[src/rtl/encoder_decoder.sv]
// ============================================================================
// encoder_decoder
// ----------------------------------------------------------------------------
// Purpose:
//   Decodes the debounced rotary-encoder A/B levels and the push key. It
//   produces one-cycle clockwise / counter-clockwise detent pulses, a bounded
//   selector value, and one-cycle short-press / long-press events.
//
// Parameters:
//   CLK_FRE  - clock frequency in Hz
//   LONG_MS  - long-press threshold in milliseconds
//   VAL_W    - width of o_value
//   MAX_VAL  - upper bound of o_value
//   INIT_VAL - reset value of o_value, and the value a long press restores
//   WRAP     - nonzero wraps MAX_VAL<->0; zero saturates at the bounds
//
// Ports:
//   i_clk       in   1      system clock, single domain
//   i_rst_n     in   1      synchronous active-low reset
//   i_enc_a     in   1      debounced encoder A, 1 = asserted
//   i_enc_b     in   1      debounced encoder B, 1 = asserted
//   i_enc_key   in   1      debounced push key, 1 = pressed
//   o_step_cw   out  1      one-cycle pulse per completed clockwise detent
//   o_step_ccw  out  1      one-cycle pulse per completed counter-clockwise detent
//   o_short     out  1      one-cycle pulse on release of a short press
//   o_long      out  1      one-cycle pulse when a press reaches the threshold
//   o_value     out  VAL_W  current selector value
// ============================================================================
module encoder_decoder #(
   parameter int CLK_FRE  = 50_000_000,
   parameter int LONG_MS  = 1000,
   parameter int VAL_W    = 8,
   parameter int MAX_VAL  = 255,
   parameter int INIT_VAL = 0,
   parameter int WRAP     = 1
) (
   input  logic             i_clk,
   input  logic             i_rst_n,
   input  logic             i_enc_a,
   input  logic             i_enc_b,
   input  logic             i_enc_key,
   output logic             o_step_cw,
   output logic             o_step_ccw,
   output logic             o_short,
   output logic             o_long,
   output logic [VAL_W-1:0] o_value
);

   localparam logic [31:0]      LONG_CYC = 32'(CLK_FRE / 1000 * LONG_MS);
   localparam logic [VAL_W-1:0] MAX_V    = VAL_W'(MAX_VAL);
   localparam logic [VAL_W-1:0] INIT_V   = VAL_W'(INIT_VAL);
   localparam logic [VAL_W-1:0] ONE_V    = VAL_W'(1);

   // Each state implies the ab level it was entered on:
   // IDLE=00, CW1=10, CW2=11, CW3=01, CCW1=01, CCW2=11, CCW3=10.
   typedef enum logic [2:0] {
      IDLE,
      CW1,
      CW2,
      CW3,
      CCW1,
      CCW2,
      CCW3,
      ERR
   } quadState_t;

   quadState_t       r_state;
   quadState_t       w_nextState;
   logic [1:0]       w_ab;
   logic             w_stepCw;
   logic             w_stepCcw;
   logic             w_longHit;
   logic             w_shortHit;
   logic [VAL_W-1:0] w_valueNext;

   logic             r_stepCw;
   logic             r_stepCcw;
   logic             r_short;
   logic             r_long;
   logic [VAL_W-1:0] r_value;
   logic [31:0]      r_holdCnt;
   logic             r_armed;

   assign w_ab = {i_enc_a, i_enc_b};

   // Quadrature state register. Reset drops any partially turned detent.
   always_ff @(posedge i_clk) begin
      if (!i_rst_n) begin
         r_state <= IDLE;
      end else begin
         r_state <= w_nextState;
      end
   end

   // Next-state logic. Returning to 00 always lands in IDLE, whatever state
   // we were in. Otherwise each state accepts only the Gray-code neighbours
   // of its own ab level, and an ab equal to its own level holds the state.
   // Anything else is a double-bit jump and parks the decoder in ERR until
   // the encoder comes back to rest.
   always_comb begin
      w_nextState = r_state;
      if (w_ab == 2'b00) begin
         w_nextState = IDLE;
      end else begin
         case (r_state)
            IDLE: begin
               if (w_ab == 2'b10) begin
                  w_nextState = CW1;
               end else if (w_ab == 2'b01) begin
                  w_nextState = CCW1;
               end else begin
                  w_nextState = ERR;
               end
            end
            CW1: begin
               if (w_ab == 2'b11) begin
                  w_nextState = CW2;
               end else if (w_ab == 2'b01) begin
                  w_nextState = ERR;
               end
            end
            CW2: begin
               if (w_ab == 2'b01) begin
                  w_nextState = CW3;
               end else if (w_ab == 2'b10) begin
                  w_nextState = CW1;
               end
            end
            CW3: begin
               if (w_ab == 2'b11) begin
                  w_nextState = CW2;
               end else if (w_ab == 2'b10) begin
                  w_nextState = ERR;
               end
            end
            CCW1: begin
               if (w_ab == 2'b11) begin
                  w_nextState = CCW2;
               end else if (w_ab == 2'b10) begin
                  w_nextState = ERR;
               end
            end
            CCW2: begin
               if (w_ab == 2'b10) begin
                  w_nextState = CCW3;
               end else if (w_ab == 2'b01) begin
                  w_nextState = CCW1;
               end
            end
            CCW3: begin
               if (w_ab == 2'b11) begin
                  w_nextState = CCW2;
               end else if (w_ab == 2'b01) begin
                  w_nextState = ERR;
               end
            end
            ERR: begin
               w_nextState = ERR;
            end
            default: begin
               w_nextState = ERR;
            end
         endcase
      end
   end

   // FSM outputs. A detent is complete only when the last phase of a full
   // rotation returns to 00; these strobes are registered below.
   always_comb begin
      w_stepCw  = (r_state == CW3)  && (w_ab == 2'b00);
      w_stepCcw = (r_state == CCW3) && (w_ab == 2'b00);
   end

   // Key classification. The hold counter saturates at the threshold, so it
   // passes LONG_CYC-1 exactly once per press and the long event cannot
   // repeat. A release finding the counter below the threshold means the
   // long event never fired for this press. Both events also need the
   // arming flag, so a key held across reset release is ignored.
   always_comb begin
      w_longHit  = r_armed && i_enc_key && (r_holdCnt == LONG_CYC - 32'd1);
      w_shortHit = r_armed && !i_enc_key && (r_holdCnt != 32'd0)
                   && (r_holdCnt < LONG_CYC);
   end

   // Selector value. A long press restores the initial value and wins over
   // a step completing in the same cycle. Steps either wrap or saturate at
   // the bounds.
   always_comb begin
      w_valueNext = r_value;
      if (w_longHit) begin
         w_valueNext = INIT_V;
      end else if (w_stepCw) begin
         if (r_value == MAX_V) begin
            w_valueNext = (WRAP != 0) ? '0 : MAX_V;
         end else begin
            w_valueNext = r_value + ONE_V;
         end
      end else if (w_stepCcw) begin
         if (r_value == '0) begin
            w_valueNext = (WRAP != 0) ? MAX_V : '0;
         end else begin
            w_valueNext = r_value - ONE_V;
         end
      end
   end

   // Registered outputs, value, hold counter and arming flag. The key is
   // armed the first time it is seen released after reset.
   always_ff @(posedge i_clk) begin
      if (!i_rst_n) begin
         r_stepCw  <= 1'b0;
         r_stepCcw <= 1'b0;
         r_short   <= 1'b0;
         r_long    <= 1'b0;
         r_value   <= INIT_V;
         r_holdCnt <= 32'd0;
         r_armed   <= 1'b0;
      end else begin
         r_stepCw  <= w_stepCw;
         r_stepCcw <= w_stepCcw;
         r_short   <= w_shortHit;
         r_long    <= w_longHit;
         r_value   <= w_valueNext;
         if (!i_enc_key) begin
            r_holdCnt <= 32'd0;
            r_armed   <= 1'b1;
         end else if (r_holdCnt != LONG_CYC) begin
            r_holdCnt <= r_holdCnt + 32'd1;
         end
      end
   end

   assign o_step_cw  = r_stepCw;
   assign o_step_ccw = r_stepCcw;
   assign o_short    = r_short;
   assign o_long     = r_long;
   assign o_value    = r_value;

endmodule

[config.mk]
export PLATFORM = sky130hd
export DESIGN_NAME = encoder_decoder
export DESIGN_NICKNAME = d
export VERILOG_FILES = /design/src/rtl/encoder_decoder.sv
export SDC_FILE = /design/constraint.sdc
export NUM_CORES = 1
export LEC_CHECK = 0
export ABC_AREA = 1
export CAP_MARGIN = 15
export CELL_PAD_IN_SITES_DETAIL_PLACEMENT = 0
export CELL_PAD_IN_SITES_GLOBAL_PLACEMENT = 1
export CORE_MARGIN = 4
export CORE_UTILIZATION = 30
export CTS_BUF_LIST = sky130_fd_sc_hd__clkbuf_8
export DETAILED_ROUTE_END_ITERATION = 8
export PLACE_DENSITY = 0.66
export SYNTH_ARGS = -nofsm -noshare
export SYNTH_HDL_FRONTEND = slang
export SYNTH_SLANG_ARGS = --single-unit
[constraint.sdc]
create_clock -name i_clk -period 2.8 [get_ports i_clk]
set_input_delay 0.56 -clock i_clk [delete_from_list [all_inputs] [get_ports i_clk]]
set_output_delay 0.56 -clock i_clk [all_outputs]
set_load 0.05 [all_outputs]
==> results.yml <==
drt:
  drtIter0Drc: 190
  avgViaCountPerCell: 4.87
  postRouteAntennaNets: 0
  via_count: 3375
  wl_per_cell_um: 13.5
  drcViolationCount: 0
  drt_wl_total_um: 9360
  dr.pass1.iters: 4
timing:
  finalHoldViolCount: 0
  maxSlewHeadroom_pct: 62.7
  max_clock_freq_mhz: 433
  min_period_ps: 2310
  final_min_period_over_clock_period_pct: 82.4
  tightestPinTransition_ps: 557
  setup_violations: 0
  drv_slew: 0
  clock-skew-final_ps: 16.5
  fin_setup_tns_ps: 0
  rsz0062_at_grt: "no"
power_and_ir_drop:
  p_total_w: 0.00144
  power_frac_clock_pct: 37.0
  p_sw_share_pct: 28.6
  p_leak_nw: 1.40
  pwr-share-comb_pct: 12.6
  p_switching_w: 0.000412
  p_int_w: 0.00103
  p_per_area_mw_per_mm2: 392
  vdd_drop_max_uv: 192
  seqPwrFrac_pct: 50.4
global_routing:
  grt-busiest-layer: "met2"
  overflow: 0
  antenna_found_initial: 0
  grt_max_degree: 17
  track_usage_pct: 14.9
  grtUsageMet1_pct: 20.0
  met2_usage_pct: 25.0
  use_met3_pct: 2.21
  grt_pass1_wl_um: 15500
  grt_pass1_vias: 3204
hold_path:
  holdPathStages: 2
  hp-start: "r_holdCnt[31]$_SDFFE_PN0N_"
  min_path_type: "flop to flop"
  hold_end: "r_holdCnt[31]$_SDFFE_PN0N_"
cts:
  cts_tree: "done"
  cts-hold-fix-buffers: 0
  cts_max_level: 2
  clock_sinks: 48
  clock_latency_ps: 320
  cts_resized: 0
  cts_setup_buffers: 0
  clockRootBuffer: "clkbuf_8"
  cts.path.max_buffers: 2
  clk_pin_slew_worst_paths_ps: 110
  cts_made_buffers: 5
critical_path:
  critPathKind: "flop to output port"
  rrSetupSlack_ps: 860
  rr_worst_depth: 10
  crit_chain: "clkdlybuf4s50_1"
  critPathMaxStageDelay_ps: 880
  cp_max_fo: 9
  crit_family: "buffers and inverters"
  r2r-end: "o_value[7]$_SDFFE_PP0P_"
  arrival_ps: 1750
  required_ps: 2240
  regToRegStartpoint: "r_holdCnt[0]$_SDFFE_PN0N_"
  cp_slowest_cell: "clkdlybuf4s50_1"
  startpoint_type: "flop"
  crit_buf_inv: 1
  end_kind: "output port"
yosys:
  synth-simple-area-share_pct: 45.1
  yosys.area.top_type_share_pct: 29.6
  synth-xor-area-share_pct: 0.539
  syn_inst: 539
  synth-seq-cells: 48
  synth_compound_area_share_pct: 11.1
  netlist_top_cells_area: "dfxtp_1 (30%), nand2_1 (17%), nor2_1 (9.1%)"
  ys_warn_count: 0
  syn_area_sq_mm: 0.00325
  syn-num-nets: 554
  synth_top_family_by_area: "simple AND/OR/NAND/NOR gates"
  synth_adder_area_share_pct: 3.85
  yosysTopAreaCell: "dfxtp_1"
  seq_area_frac_synth_pct: 29.6
  synth.avg_cell_area_sq_um: 6.02
  synth_cell_type_count: 31
  synth_mux_area_share_pct: 0
die:
  initial_core_util_pct: 31.2
  core_sq_mm: 0.0104
  rows: 37
  die_w_um: 112
  die_area_sq_mm: 0.0126
  fp.dieH_um: 112
  ioPinCount: 17
placed_design:
  port_buffers: 16
  routabilityCongestion: 0.875
  dp_hpwl_um: 7450
final_layout:
  final_common_cell: "nand2_1"
  syn_to_final_growth_pct: 13.1
  fillers: 1164
  num_antenna_cells: 0
  layout_common_cells: "nand2_1 (147), nor2_1 (79), inv_1 (69), dfxtp_1 (48), nand3_1 (39)"
  fin_util_pct: 35.3
  drive_gt1_share_pct: 6.46
  final_nets: 571
run_status:
  status: "completed"
run:
  maxCapViolCount: 0
## layer usage
layer  vias up  wire, um  part of all wire (%)
met5         -         0                     0
met4         0       143                   1.5
met3        15       412                   4.4
met2        68      4420                    47
met1      1531      4380                    47
li1       1761         -                     -
## power by group through the flow
stage | clock (W) | combinational, W | sequential (W)
after floorplan | 0 | 0.000135 | 0.000734
after global placement | 0 | 0.000182 | 0.000742
after detailed placement | 0 | 0.000181 | 0.000742
after CTS | 0.000550 | 0.000182 | 0.000726
after global routing | 0.000573 | 0.000205 | 0.000730
final | 0.000533 | 0.000181 | 0.000726
## metrics by stage
stage	hold WS, ps	instance area, sq um	setup slack [ps]	cells
after floorplan	439	3250	1120	539
after global placement	448	3560	343	685
after detailed placement	459	3560	265	685
after CTS	473	3670	479	693
after global routing	511	3670	428	693
final	470	3670	492	693
## registers in the layout (all words and copies together), names as in the netlist
signal,flops
o_long,1
r_state,3
o_step_ccw,1
r_armed,1
o_step_cw,1
r_holdCnt,32
o_short,1
o_value,8
## synthesized netlist by cell type
cell	n
nand3_1	39
nand4_1	14
nor2_2	5
ha_1	10
inv_2	6
o21ai_1	1
a21oi_1	37
nor3_2	4
or3_1	1
nand3b_1	5
o21a_1	1
o211ai_1	1
o21ai_0	27
a31oi_1	2
nand2_1	147
nor2_4	2
nand3_2	2
nor3_1	20
nand2_4	3
nor2_1	79
dfxtp_1	48
nand2_2	3
inv_1	69
o221ai_1	1
nor3_4	1
xor2_1	1
xnor2_1	1
buf_2	2
buf_4	1
nor4_1	1
clkbuf_1	5
## worst max path at each step
stage | start | cells after the start | end
floorplan | i_enc_a | 8 | o_value[4]$_SDFFE_PP0P_
global placement | i_enc_b | 9 | o_value[4]$_SDFFE_PP0P_
CTS | o_value[5]$_SDFFE_PP0P_ | 1 | o_value[5]
detailed placement | i_enc_b | 9 | o_value[4]$_SDFFE_PP0P_
finish | o_value[5]$_SDFFE_PP0P_ | 1 | o_value[5]
global route | i_enc_b | 9 | o_value[4]$_SDFFE_PP0P_
## area by class of cell
cell class / instances / area [sq um] / area share [%]
flip-flops and latches: 48 / 961 / 26.2
repair buffers: 18 / 175 / 4.77
multi-input cells: 408 / 1970 / 53.6
clock inverters: 3 / 47.5 / 1.29
clock buffers: 5 / 68.8 / 1.87
well taps: 136 / 170 / 4.63
inverters: 75 / 282 / 7.67
## cell families after synthesis
group	count (synthesis)
buf+inv	83
flops	48
fa+ha+maj	10
compound gates	70
xor+xnor	2
simple gates	326
## tightest hold or removal path: stages, from the launching register on
cell and delay (ps):
dfxtp_1 320, nand2_1 60, a21oi_1 50
Power figures use the tool's default switching activity.
